**config.mk**
```make
export PLATFORM = sky130hd
export DESIGN_NAME = perf_counter_initiator
export DESIGN_NICKNAME = d
export VERILOG_FILES = /design/src/rtl/pc_pkg.sv /design/src/rtl/pc_req_arb.sv /design/src/rtl/perf_counter_initiator.sv
export SDC_FILE = /design/constraint.sdc
export NUM_CORES = 1
export LEC_CHECK = 0
export CORE_MARGIN = 1.5
export CORE_UTILIZATION = 25
export DETAILED_ROUTE_END_ITERATION = 16
export PLACE_DENSITY_LB_ADDON = 0.2
export SLEW_MARGIN = 20
export SYNTH_ARGS = -nofsm -noshare
export SYNTH_HDL_FRONTEND = slang
export SYNTH_SLANG_ARGS = --single-unit
```
**constraint.sdc**
```tcl
create_clock -name clk -period 2 [get_ports clk]
set_input_delay 0.3 -clock clk [delete_from_list [all_inputs] [get_ports clk]]
set_output_delay 0.3 -clock clk [all_outputs]
set_load 0.05 [all_outputs]
```
**src/rtl/pc_pkg.sv**
```systemverilog
// Shared definitions for the performance-counter initiator: slave address map,
// FSM states, grant kinds and the result record.
package pc_pkg;

    localparam int unsigned STOP_OFS   = 0;
    localparam int unsigned GO_OFS     = 1;
    localparam int unsigned EV_OFS     = 2;
    localparam int unsigned SEC_STRIDE = 4;

    localparam logic [31:0] CLR_DATA = 32'h0000_0001;

    typedef enum logic [2:0] {
        StIdle,
        StWr,
        StRdLo,
        StRdHi,
        StRdEv,
        StRdCap,
        StOut
    } pc_state_e;

    typedef enum logic [1:0] {
        GntClr,
        GntStop,
        GntStart,
        GntDump
    } pc_gnt_e;

    typedef struct packed {
        logic [2:0]  sec;
        logic [63:0] tm;
        logic [31:0] events;
    } pc_rec_t;

    function automatic logic [4:0] sec_addr(input logic [2:0] sec, input int unsigned ofs);
        return 5'(32'(sec) * SEC_STRIDE + ofs);
    endfunction

endpackage

```
**src/rtl/pc_req_arb.sv**
```systemverilog
// Pending-request registers, sticky drop flag and fixed-priority grant encoder
// (clear, then stops, then starts, then dump; lowest section index first).
module pc_req_arb
    import pc_pkg::*;
#(
    parameter int unsigned NUM_SEC = 8
) (
    input  logic               clk,
    input  logic               reset_n,
    input  logic [NUM_SEC-1:0] sec_start,
    input  logic [NUM_SEC-1:0] sec_stop,
    input  logic               clear_req,
    input  logic               dump_req,
    input  logic               grant_take,
    output logic               gnt_valid,
    output logic [1:0]         gnt_kind,
    output logic [2:0]         gnt_sec,
    output logic               pend_any,
    output logic               dropped
);

    logic [NUM_SEC-1:0] start_q, start_d, stop_q, stop_d, sec_mask;
    logic               clr_q, clr_d, dump_q, dump_d, dropped_q, dropped_d;
    logic               start_hit, stop_hit, take, drop_now;
    logic [2:0]         start_idx, stop_idx;
    pc_gnt_e            kind;

    // Descending scan so the lowest set index is the one left standing.
    always_comb begin
        start_hit = 1'b0;
        start_idx = '0;
        stop_hit  = 1'b0;
        stop_idx  = '0;
        for (int i = int'(NUM_SEC) - 1; i >= 0; i--) begin
            if (start_q[i]) begin
                start_hit = 1'b1;
                start_idx = 3'(i);
            end
            if (stop_q[i]) begin
                stop_hit = 1'b1;
                stop_idx = 3'(i);
            end
        end
    end

    always_comb begin
        gnt_valid = 1'b1;
        kind      = GntDump;
        gnt_sec   = '0;
        if (clr_q) begin
            kind = GntClr;
        end else if (stop_hit) begin
            kind    = GntStop;
            gnt_sec = stop_idx;
        end else if (start_hit) begin
            kind    = GntStart;
            gnt_sec = start_idx;
        end else if (!dump_q) begin
            gnt_valid = 1'b0;
        end
    end

    always_comb begin
        start_d  = start_q;
        stop_d   = stop_q;
        clr_d    = clr_q;
        dump_d   = dump_q;
        sec_mask = NUM_SEC'(1) << gnt_sec;
        take     = grant_take & gnt_valid;
        if (take) begin
            unique case (kind)
                // The slave reset stops every counter, so outstanding start/stop
                // requests become meaningless.
                GntClr: begin
                    clr_d   = 1'b0;
                    start_d = '0;
                    stop_d  = '0;
                end
                GntStop:  stop_d  = stop_q & ~sec_mask;
                GntStart: start_d = start_q & ~sec_mask;
                GntDump:  dump_d  = 1'b0;
            endcase
        end
        start_d = start_d | sec_start;
        stop_d  = stop_d | sec_stop;
        clr_d   = clr_d | clear_req;
        dump_d  = dump_d | dump_req;

        drop_now  = (|(sec_start & start_q)) | (|(sec_stop & stop_q)) |
                    (clear_req & clr_q) | (dump_req & dump_q);
        dropped_d = (dropped_q & ~clear_req) | drop_now;
    end

    always_ff @(posedge clk or negedge reset_n) begin
        if (!reset_n) begin
            start_q   <= '0;
            stop_q    <= '0;
            clr_q     <= 1'b0;
            dump_q    <= 1'b0;
            dropped_q <= 1'b0;
        end else begin
            start_q   <= start_d;
            stop_q    <= stop_d;
            clr_q     <= clr_d;
            dump_q    <= dump_d;
            dropped_q <= dropped_d;
        end
    end

    assign gnt_kind = kind;
    assign pend_any = clr_q | dump_q | (|start_q) | (|stop_q);
    assign dropped  = dropped_q;

endmodule

```
**src/rtl/perf_counter_initiator.sv**
```systemverilog
// Avalon-MM master that turns start/stop/clear pulses into counter-slave writes
// and reads every section back into a ready/valid record stream on request.
module perf_counter_initiator
    import pc_pkg::*;
#(
    parameter int unsigned NUM_SEC = 8
) (
    input  logic               clk,
    input  logic               reset_n,
    input  logic [NUM_SEC-1:0] sec_start,
    input  logic [NUM_SEC-1:0] sec_stop,
    input  logic               clear_req,
    input  logic               dump_req,
    output logic [4:0]         avm_address,
    output logic               avm_write,
    output logic               avm_read,
    output logic               avm_begintransfer,
    output logic [31:0]        avm_writedata,
    input  logic [31:0]        avm_readdata,
    output logic               res_valid,
    input  logic               res_ready,
    output logic [2:0]         res_sec,
    output logic [63:0]        res_time,
    output logic [31:0]        res_events,
    output logic               busy,
    output logic               dropped
);

    localparam logic [2:0] LAST_SEC = 3'(NUM_SEC - 1);

    pc_state_e   state_q, state_d;
    logic [2:0]  sec_q, sec_d;
    pc_rec_t     rec_q, rec_d;
    logic        res_valid_q, res_valid_d;
    logic        wr_q, wr_d, rd_q, rd_d, bt_q;
    logic [4:0]  addr_q, addr_d;
    logic [31:0] wdata_q, wdata_d;

    logic        gnt_valid, grant_take, pend_any;
    logic [1:0]  gnt_kind;
    logic [2:0]  gnt_sec;

    pc_req_arb #(
        .NUM_SEC (NUM_SEC)
    ) u_arb (
        .clk        (clk),
        .reset_n    (reset_n),
        .sec_start  (sec_start),
        .sec_stop   (sec_stop),
        .clear_req  (clear_req),
        .dump_req   (dump_req),
        .grant_take (grant_take),
        .gnt_valid  (gnt_valid),
        .gnt_kind   (gnt_kind),
        .gnt_sec    (gnt_sec),
        .pend_any   (pend_any),
        .dropped    (dropped)
    );

    // Bus strobes are computed for the state being entered so they can be registered.
    always_comb begin
        state_d     = state_q;
        sec_d       = sec_q;
        rec_d       = rec_q;
        res_valid_d = res_valid_q;
        wr_d        = 1'b0;
        rd_d        = 1'b0;
        addr_d      = '0;
        wdata_d     = '0;
        grant_take  = 1'b0;
        unique case (state_q)
            StIdle: begin
                if (gnt_valid) begin
                    grant_take = 1'b1;
                    unique case (pc_gnt_e'(gnt_kind))
                        GntClr: begin
                            state_d = StWr;
                            wr_d    = 1'b1;
                            wdata_d = CLR_DATA;
                        end
                        GntStop: begin
                            state_d = StWr;
                            wr_d    = 1'b1;
                            addr_d  = sec_addr(gnt_sec, STOP_OFS);
                        end
                        GntStart: begin
                            state_d = StWr;
                            wr_d    = 1'b1;
                            addr_d  = sec_addr(gnt_sec, GO_OFS);
                        end
                        GntDump: begin
                            state_d = StRdLo;
                            sec_d   = '0;
                            rd_d    = 1'b1;
                            addr_d  = sec_addr(3'd0, STOP_OFS);
                        end
                    endcase
                end
            end
            StWr: state_d = StIdle;
            StRdLo: begin
                state_d = StRdHi;
                rd_d    = 1'b1;
                addr_d  = sec_addr(sec_q, GO_OFS);
            end
            StRdHi: begin
                rec_d.tm[31:0] = avm_readdata;
                state_d        = StRdEv;
                rd_d           = 1'b1;
                addr_d         = sec_addr(sec_q, EV_OFS);
            end
            StRdEv: begin
                rec_d.tm[63:32] = avm_readdata;
                state_d         = StRdCap;
            end
            StRdCap: begin
                rec_d.events = avm_readdata;
                rec_d.sec    = sec_q;
                res_valid_d  = 1'b1;
                state_d      = StOut;
            end
            StOut: begin
                if (res_ready) begin
                    res_valid_d = 1'b0;
                    if (sec_q == LAST_SEC) begin
                        state_d = StIdle;
                    end else begin
                        sec_d   = sec_q + 3'd1;
                        state_d = StRdLo;
                        rd_d    = 1'b1;
                        addr_d  = sec_addr(sec_q + 3'd1, STOP_OFS);
                    end
                end
            end
            default: state_d = StIdle;
        endcase
    end

    always_ff @(posedge clk or negedge reset_n) begin
        if (!reset_n) begin
            state_q     <= StIdle;
            sec_q       <= '0;
            rec_q       <= '0;
            res_valid_q <= 1'b0;
            wr_q        <= 1'b0;
            rd_q        <= 1'b0;
            bt_q        <= 1'b0;
            addr_q      <= '0;
            wdata_q     <= '0;
        end else begin
            state_q     <= state_d;
            sec_q       <= sec_d;
            rec_q       <= rec_d;
            res_valid_q <= res_valid_d;
            wr_q        <= wr_d;
            rd_q        <= rd_d;
            bt_q        <= wr_d | rd_d;
            addr_q      <= addr_d;
            wdata_q     <= wdata_d;
        end
    end

    assign avm_address       = addr_q;
    assign avm_write         = wr_q;
    assign avm_read          = rd_q;
    assign avm_begintransfer = bt_q;
    assign avm_writedata     = wdata_q;
    assign res_valid         = res_valid_q;
    assign res_sec           = rec_q.sec;
    assign res_time          = rec_q.tm;
    assign res_events        = rec_q.events;
    assign busy              = (state_q != StIdle) | pend_any;

endmodule

```
==> metrics.yaml, run 1 <==
outcome: "complete, but fails checks"
violations: "setup timing"
crit_fanout: 3
routed-wl-met3_um: 688
power_leakage_nw: 3.88
grt-ovfl-total: 0
clk_pin_slew_worst_paths_ns: 0.07
core-area_mm2: 0.0226
wl_met2_um: 8970
setup.worst_path.class: "register to output port"
routed_wl_um: 16700
post-dp-hpwl_um: 11600
cpPeakStageDelay_ns: 0.40
worst_ep_required_time_ns: 1.70
die_w_um: 155
route.detailed.wl_per_inst_um: 16.9
synth_fa_ha_area_share_pct: 0.435
post_place_worst_slack_ns: -0.171
synthXorXnorAreaFrac_pct: 0
layout_commonest_cell: "sky130_fd_sc_hd__clkdlybuf4s50_1"
cts.root.buffer_cell: "sky130_fd_sc_hd__clkbuf_16"
crit-reg2reg-capture: "state_q[1]"
cts.htree.levels: 4
std_cell_rows: 55
yosys.cell_types.count: 46
synth_top_family_by_area: "multiplexers"
grt_antenna_before_repair: 0
post_route_cell_area_mm2: 0.00911
cp-end-kind: "output port"
vdd.ir_drop.worst_v: 0.00105
pin_count: 195
synth-warning-count: 0
cts_tree: "built"
clock_sinks: 134
drv_slew: 0
async_flop_share_pct: 100
floorplan.die_area_mm2: 0.0239
worstSetupStartpointType: "register"
synth-edff-count: 0
timing.slew.headroom_pct: 61.0
final_cell_mix: "sky130_fd_sc_hd__clkdlybuf4s50_1, sky130_fd_sc_hd__dfrtp_1, sky130_fd_sc_hd__mux2_2, sky130_fd_sc_hd__buf_4, sky130_fd_sc_hd__conb_1"
detailed_route_via_count: 4442
worstHoldPathType: "input pin to asynchronous set/reset pin"
final_layout_size_suffix_gt1_share_pct: 35.9
clk_path_buf_depth: 2
track_usage_pct: 14.2
synth.cell_area_mm2: 0.00575
n_antenna_cell: 0
top_layer_reached_by_signal_wires: "met4"
initial_utilization_pct: 25.4
setup_slack_ns: -0.266
synth.area.top_cells: "sky130_fd_sc_hd__dfrtp_1, sky130_fd_sc_hd__mux2_2, sky130_fd_sc_hd__buf_4"
finalNetCount: 744
final_min_period_over_clock_period_pct: 113
unrepaired_setup_endpoints_after_global_routing: "yes"
syn_to_final_growth_pct: 58.3
max-cap-violations: 0
library_cell_occupying_the_most_area_in_the_post_synthesis_netlist: "sky130_fd_sc_hd__dfrtp_1"
drc: 0
hold_viol: 0
gp_congestion: 0.835
synth-compound-area-share_pct: 7.48
syn_inst: 446
ys_seq_area_share_pct: 58.3
antenna_violating_nets_post_route: 0
drt_pre_antenna_iters: 6
cts_made_buffers: 17
ff2ff_path_depth: 12
arrival_time_worst_endpoint_ns: 1.97
grt_pass1_vias: 4705
worst-slew-pin-transition_ns: 0.584
buffer_ports.inserted: 163
yosys_register_bits: 134
synth_top_flop_cell: "sky130_fd_sc_hd__dfrtp_1"
reg2reg_setup_slack_ns: -0.25
max_freq_mhz: 441
worstPathCellList: "nor4_2, buf_4, nand2_4, buf_6, nor4_4, nand2_2, buf_8"
floorplan.die.height_um: 155
m1WireLength_um: 6660
basic_gate_share_of_the_synthesized_area_counting_and_or_nand_and_nor_cells_pct: 8.37
pwr_density_cell_mw_per_mm2: 1970
pin_count_of_the_biggest_net_entering_global_routing: 54
postPlaceCellArea_mm2: 0.00801
critical_path.reg2reg.startpoint: "u_arb.stop_q[0]"
per_instance_average_area_after_synthesis_um2: 12.9
synth_top_area_share_pct: 58.3
cpMaxStageDelayCell: "sky130_fd_sc_hd__dfrtp_1"
setup_viol: 23
detail_route.vias_per_cell: 4.50
grt_pass1_wl_um: 26200
drt_iter0_drc: 184
finClkSkew_ns: 0.00612
worstSkewPairLatency_ns: 0.42
synth.area.mux_share_pct: 19.7
period_minus_slack_ns: 2.27
-- metal layers --
layer,up-vias,GRT usage (%)
met3,31,3.33
met5,-,0
met1,2260,16.6
met4,0,5.45
met2,138,25.3
li1,2013,-
-- worst max-delay path, delay by kind of cell (launching register included) --
kind                   cells  cell delay (ns)
buffers and inverters      3             0.49
DFF                        1             0.40
and+or+nand+nor            4             0.66
-- kinds of logic after synthesis --
family / Yosys count
flops: 134
simple gates: 85
fa+ha+maj: 2
mux: 101
buf+inv: 55
compound gates: 68
other cells: 1
-- synthesized netlist by cell type, types with 4 or more instances --
master / number
sky130_fd_sc_hd__dfrtp_1: 134
sky130_fd_sc_hd__mux2_2: 97
sky130_fd_sc_hd__buf_4: 31
sky130_fd_sc_hd__nand2_1: 23
sky130_fd_sc_hd__a21oi_1: 19
sky130_fd_sc_hd__nor2_1: 14
sky130_fd_sc_hd__o21ai_0: 14
sky130_fd_sc_hd__clkbuf_1: 11
sky130_fd_sc_hd__nor3_1: 9
sky130_fd_sc_hd__inv_1: 8
sky130_fd_sc_hd__o21ai_1: 8
sky130_fd_sc_hd__a22oi_1: 7
sky130_fd_sc_hd__nor2b_1: 7
sky130_fd_sc_hd__nand2b_1: 6
sky130_fd_sc_hd__buf_1: 4
sky130_fd_sc_hd__nor3b_1: 4
sky130_fd_sc_hd__o31ai_1: 4
-- layout make-up --
class	instances	area [um^2]
timing repair buffer	241	2340
fill	2097	13500
inverter	8	30.0
clock inverter	15	155
tap	285	357
multi-input combinational	287	2450
clock buffer	17	425
sequential	134	3350
-- stage by stage --
step | cells | hold WS [ns] | utilization, % | setup TNS [ns] | total power, mW
6_report | 987 | 0.401 | 40.2 | -3.66 | 18.0
5_1_grt | 987 | 0.450 | 40.2 | -5.50 | 18.8
4_1_cts | 968 | 0.416 | 38.7 | -1.13 | 17.8
3_5_place_dp | 926 | 0.300 | 35.4 | -1.49 | 14.5
3_3_place_gp | 926 | 0.298 | 35.4 | -1.36 | 14.4
2_1_floorplan | 476 | 0.00441 | - | -0.0190 | 10.8
-- how the worst max path moves through the flow --
stage	from	to	slack [ns]
6_report	u_arb.stop_q[0]	busy	-0.27
5_1_grt	u_arb.stop_q[0]	busy	-0.37
4_1_cts	u_arb.stop_q[0]	busy	-0.28
3_5_place_dp	u_arb.stop_q[1]	u_arb.start_q[3]	-0.17
3_3_place_gp	u_arb.stop_q[2]	u_arb.start_q[3]	-0.21
2_1_floorplan	u_arb.clr_q	sec_q[0]	-0.01
-- sequential cells by signal, indices dropped and copies added (netlist names) --
| signal | flops |
|---|---|
| res_valid | 1 |
| avm_read | 1 |
| u_arb.stop_q | 8 |
| u_arb.clr_q | 1 |
| res_sec | 3 |
| avm_begintransfer | 1 |
| avm_address | 5 |
| state_q | 3 |
| avm_writedata | 1 |
| avm_write | 1 |
| u_arb.start_q | 8 |
| u_arb.dropped | 1 |
| res_time | 64 |
| res_events | 32 |
| u_arb.dump_q | 1 |
| sec_q | 3 |
-- report_power, final --
group / switching, mW / internal (mW)
clock: 1.40 / 1.67
combinational: 6.25 / 3.95
sequential: 0.734 / 3.99
total: 8.38 / 9.60
-- timing repair --
| item | 4_1_cts | 5_1_grt |
|---|---|---|
| hold endpoints to repair | 51 | 0 |
| buffers inserted | 9 | 22 |
| pin swaps | 10 | 27 |
| hold buffers | 1 | 0 |
| gates resized for setup | 21 | 50 |
| setup endpoints to repair | 16 | 22 |
(Power assumes the default switching activity.)
==> inputs of run 2 (changes only) <==
--- a/config.mk
+++ b/config.mk
@@ -9,7 +9,6 @@
 export CORE_UTILIZATION = 25
 export DETAILED_ROUTE_END_ITERATION = 16
 export PLACE_DENSITY_LB_ADDON = 0.2
-export SLEW_MARGIN = 20
 export SYNTH_ARGS = -nofsm -noshare
 export SYNTH_HDL_FRONTEND = slang
 export SYNTH_SLANG_ARGS = --single-unit
==> results of run 2 <==
Final layout, timing and power as in run 1 (identical DEF).
